`src/rtl/fetch_buffer.sv`:
```
// Instruction fetch buffer: issues one outstanding fetch at a time and queues
// {instr, pc+4} pairs for the decode stage; redirects flush the queue and refetch.
module fetch_buffer #(
  parameter int          DEPTH    = 4,
  parameter int          AW       = 8,
  parameter logic [31:0] RESET_PC = 32'h0
) (
  input  logic          clk,
  input  logic          rst_n,
  output logic          imem_req,
  output logic [AW-1:0] imem_addr,
  input  logic          imem_ack,
  input  logic [31:0]   imem_rdata,
  input  logic          redirect,
  input  logic [31:0]   redirect_pc,
  input  logic          stall,
  output logic          out_valid,
  output logic [31:0]   out_instr,
  output logic [31:0]   out_pc4,
  output logic [1:0]    dbg_state
);

  localparam int PW = $clog2(DEPTH);
  localparam int CW = PW + 1;

  typedef enum logic [1:0] {
    S_IDLE = 2'd0,
    S_REQ  = 2'd1,
    S_DROP = 2'd2
  } state_t;

  state_t          r_state;
  logic            r_req;
  logic [31:0]     r_fetch_pc;
  logic [CW-1:0]   r_count;
  logic [PW-1:0]   r_wr_ptr;
  logic [PW-1:0]   r_rd_ptr;
  logic [31:0]     r_instr [DEPTH];
  logic [31:0]     r_pc4   [DEPTH];

  logic            w_pop;
  logic            w_push;
  logic [CW-1:0]   w_count_after;
  logic            w_space;

  // Handshake: a request stays asserted with a stable address until the cycle
  // imem_ack is high; that cycle both sides consider the transfer complete.
  assign w_pop  = (r_count != '0) && !stall && !redirect;
  assign w_push = (r_state == S_REQ) && imem_ack && !redirect;

  always_comb begin
    w_count_after = r_count;
    if (w_push) w_count_after = w_count_after + CW'(1);
    if (w_pop)  w_count_after = w_count_after - CW'(1);
  end

  assign w_space = (w_count_after < CW'(DEPTH));

  always_ff @(posedge clk or negedge rst_n) begin
    if (!rst_n) begin
      r_state    <= S_IDLE;
      r_req      <= 1'b0;
      r_fetch_pc <= RESET_PC;
      r_count    <= '0;
      r_wr_ptr   <= '0;
      r_rd_ptr   <= '0;
      for (int i = 0; i < DEPTH; i++) begin
        r_instr[i] <= '0;
        r_pc4[i]   <= '0;
      end
    end else if (redirect) begin
      r_fetch_pc <= redirect_pc;
      r_count    <= '0;
      r_wr_ptr   <= '0;
      r_rd_ptr   <= '0;
      r_req      <= 1'b0;
      // An unacked request must have its late ack absorbed in DROP.
      case (r_state)
        S_REQ:   r_state <= imem_ack ? S_IDLE : S_DROP;
        S_DROP:  r_state <= imem_ack ? S_IDLE : S_DROP;
        default: r_state <= S_IDLE;
      endcase
    end else begin
      r_count <= w_count_after;
      if (w_pop) r_rd_ptr <= r_rd_ptr + PW'(1);
      if (w_push) begin
        r_instr[r_wr_ptr] <= imem_rdata;
        r_pc4[r_wr_ptr]   <= r_fetch_pc + 32'd4;
        r_wr_ptr          <= r_wr_ptr + PW'(1);
        r_fetch_pc        <= r_fetch_pc + 32'd4;
      end
      case (r_state)
        S_IDLE: begin
          if (w_space) begin
            r_state <= S_REQ;
            r_req   <= 1'b1;
          end
        end
        S_REQ: begin
          if (imem_ack && !w_space) begin
            r_state <= S_IDLE;
            r_req   <= 1'b0;
          end
        end
        S_DROP: begin
          if (imem_ack) r_state <= S_IDLE;
        end
        default: begin
          r_state <= S_IDLE;
          r_req   <= 1'b0;
        end
      endcase
    end
  end

  assign imem_req  = r_req;
  assign imem_addr = r_fetch_pc[AW-1:0];
  assign out_valid = (r_count != '0);
  assign out_instr = r_instr[r_rd_ptr];
  assign out_pc4   = r_pc4[r_rd_ptr];
  assign dbg_state = r_state;

endmodule

```
`config.mk`:
```
export PLATFORM = sky130hd
export DESIGN_NAME = fetch_buffer
export DESIGN_NICKNAME = d
export VERILOG_FILES = /design/src/rtl/fetch_buffer.sv
export SDC_FILE = /design/constraint.sdc
export NUM_CORES = 1
export LEC_CHECK = 0
export BUFFER_PORTS_ARGS = -buffer_cell sky130_fd_sc_hd__buf_2
export CAP_MARGIN = 20
export CORE_ASPECT_RATIO = 1.1
export CORE_MARGIN = 3
export CORE_UTILIZATION = 40
export DETAILED_ROUTE_END_ITERATION = 8
export PLACE_DENSITY_LB_ADDON = 0.1
export SLEW_MARGIN = 15
export SYNTH_ARGS = -nofsm -noshare
export SYNTH_HDL_FRONTEND = slang
export SYNTH_SLANG_ARGS = --single-unit
```
`constraint.sdc`:
```
create_clock -name clk -period 3.3 [get_ports clk]
set_input_delay 0 -clock clk [delete_from_list [all_inputs] [get_ports clk]]
set_output_delay 0 -clock clk [all_outputs]
set_load 0.02 [all_outputs]
```
==> results.yml <==
finish:
  post-route-cell-area_um2: 16800
  drive_above_1_share_pct: 33.3
  final_util_pct: 50.1
  multiInputGateArea_um2: 5850
  fin_cells: 1753
  ff_latch_area_um2: 7460
  syn_to_final_growth_pct: 22.6
  antenna_cells: 0
  layout.nets: 1378
  nFillCells: 3067
placed_design:
  post-dp-hpwl_um: 20500
  place_inst: 1626
  portBuffers: 144
  gp_congestion: 0.788
  place_area_um2: 15000
timing:
  setup_violations: 0
  worstMarginPinSlew_ns: 0.778
  post-route-period-util_pct: 82.5
  fin_skew_ns: 0.0166
  period_minus_slack_ns: 2.72
  maxSlewHeadroom_pct: 48.2
  final_hold_viol_count: 0
  clock.fmax_ghz: 0.367
  drv_slew: 0
  fin_setup_tns_ns: 0
  rsz0062_at_grt: "false"
  timing.hold.ws_ns: 0.0275
synth:
  synth_warnings: 0
  synthTopCellsByCount: "298 x dfrtp_1, 172 x nand2_1, 143 x mux2_2, 143 x o21ai_0, 64 x mux4_2"
  yosysTopAreaCell: "dfrtp_1"
  synth_cell_types: 39
  async_flop_share_pct: 100
  netlist_area_um2: 13700
  synth_top_area_share_pct: 54.4
  synth_nets: 1185
  synth_seq_cells: 298
  synth_edf_count: 0
  synth_area_leaders: "dfrtp_1 54%, mux2_2 12%, mux4_2 11%"
  syn-instance-count: 1105
  yosysSeqAreaShare_pct: 54.4
  yosysMostFrequentCell: "dfrtp_1"
  ys.flop_type: "dfrtp_1"
  avgSynthCellArea_um2: 12.4
detailed_routing:
  drt_iter0_markers: 306
  drt-pass1-iter-count: 4
  drcViolationCount: 0
  num_vias: 8960
  vias_per_cell: 5.11
  wl_um: 31600
  ant_nets: 0
  wl_per_cell_um: 18.0
floorplan:
  die_w_um: 182
  core-area_um2: 33500
  io_pins: 145
  die_area_um2: 36500
  start_util_pct: 40.9
  fp.dieH_um: 200
  rows: 70
global_route:
  grt_pass1_wl_um: 53100
  antenna_found_initial: 0
  grt_pass1_vias: 9638
  gr-total-overflow: 0
  grt_use_total_pct: 17.8
  grt_max_degree: 97
clock_network:
  post_cts_buffers: 0
  numCtsBuffers: 35
  cts-root-buf: "clkbuf_16"
  cts_tree: "yes"
  path_clk_slew_ns: 0.06
  insertion_delay_ns: 0.50
  cts_max_path_buffers: 3
  clock_sinks: 298
  htree_levels: 2
  cts_resized: 0
power_and_ir_drop:
  cellPowerDensity_nw_per_um2: 764
  power_leakage_nw: 7.63
  ir_drop_uv: 373
critical_path:
  crit_chain: "inv_1 > ha_1 > nand2_1 > nor2_1 > mux2i_1 > ha_1 > nor3b_1 > mux2i_1 > a21oi_1 > or3_1 > a21oi_1"
  critPathKind: "reg2reg"
  crit_fanout: 6
  max_stage_delay_ns: 0.41
  startpoint_type: "register"
  cp_slowest_cell: "dfrtp_1"
  critPathCaptureType: "register"
  required_ns: 3.73
  arrival_ns: 3.15
outcome:
  status: "finished clean"
min_path:
  min_path_type: "in2reg"
run:
  maxCapViolCount: 0
-- kinds of logic (layout without fill, tap and decap cells) --
family	count (synthesis)	count (layout)	synth area share, %
adder cells (fa/ha/maj)	11	11	1.00
AO/OA/AOI/OAI	159	159	5.94
XOR/XNOR	66	66	4.22
multiplexers	210	210	22.5
AND/OR/NAND/NOR	267	267	8.81
buffers and inverters	94	310	3.12
flip-flops	298	298	54.4
-- what timing repair did --
action / 4_1_cts / 5_1_grt
hold buffers: 67 / 0
hold endpoints to repair: 257 / 0
endpoints found under the setup margin: 0 / 0
-- registers in the layout, summed over array words and instances (netlist names) --
signal / count
r_fetch_pc: 32
r_instr: 128
r_rd_ptr: 2
r_wr_ptr: 2
r_pc4: 128
dbg_state: 2
r_count: 3
imem_req: 1
-- per-stage QoR --
step / worst slack (ns) / power (W)
finish: 0.578 / 0.0128
global route: 0.299 / 0.0137
CTS: 0.532 / 0.0131
detailed placement: 0.544 / 0.00906
global placement: 0.643 / 0.00900
floorplan: 0.372 / 0.00774
-- per-layer routing --
metal / vias up / share of wire [%] / track usage (%)
li1: 4307 / - / -
met1: 4464 / 48 / 25.7
met2: 151 / 47 / 28.6
met3: 38 / 3.7 / 2.58
met4: 0 / 1.6 / 4.05
met5: - / 0 / 0
-- worst paths after layout --
| check | startpoint | to | slack, ns | cells after the start |
|---|---|---|---|---|
| max in group asynchronous | rst_n | r_pc4[124]$_DFFE_PN0P_ | 2.10 | 3 |
| setup reg to reg | dbg_state[1]$_DFFE_PN0P_ | dbg_state[0]$_DFFE_PN0P_ | 0.58 | 11 |
| setup / recovery | dbg_state[1]$_DFFE_PN0P_ | dbg_state[0]$_DFFE_PN0P_ | 0.58 | 11 |
| hold / removal | redirect | dbg_state[0]$_DFFE_PN0P_ | 0.03 | 5 |
| hold reg to reg | r_pc4[45]$_DFFE_PN0P_ | r_pc4[45]$_DFFE_PN0P_ | 0.47 | 2 |
| min in group asynchronous | rst_n | r_instr[120]$_DFFE_PN0P_ | 0.13 | 2 |
-- final cells by class --
type                    count  area share [%]
inverters                  11           0.246
clock inverters             7           0.655
clock buffers              53            6.29
multi-input cells         713            34.8
repair buffers            239            10.3
flip-flops and latches    298            44.4
well taps                 432            3.22
-- layout by cell type, fill, tap and decap left out, types with 2 or more instances in the layout --
cell type      instances
clkbuf_1               9
buf_12                10
nor3_1                17
mux2_2               143
inv_1                 11
buf_2                143
clkbuf_8               7
mux2i_1                3
clkinv_2               4
buf_4                 18
dfrtp_1              296
dfrtp_4                2
o21ai_1                4
xor2_1                33
and3_1                 3
o21ai_0              143
a21oi_1                6
dlygate4sd3_1         67
and2_1                 3
nand2_1              168
mux4_2                64
nor2_1                18
and4_1                 6
o211ai_1               2
clkbuf_16             37
nand4_1               17
ha_1                  11
nand2_4                4
nand3_1               18
nor3b_1                3
xnor2_1               33
bufinv_16              3
nor2b_1                3
-- power breakdown --
group	internal [W]	switching (W)	leakage [nW]	total, W
logic	0.00189	0.00201	3.10	0.00390
clock network	0.00243	0.00144	0.575	0.00387
registers	0.00449	0.000572	3.96	0.00507
total	0.00882	0.00402	7.63	0.0128
-- worst max-delay path, delay by kind of cell, from the launching register on --
family                     cells  cell delay, ns
AOI/OAI and AO/OA              2            0.19
adders and majority gates      2            0.45
buffers and inverters          1            0.09
DFF                            1            0.41
muxes                          2            0.52
and+or+nand+nor                4            0.99
No activity file was read; power rests on OpenSTA's default activity.
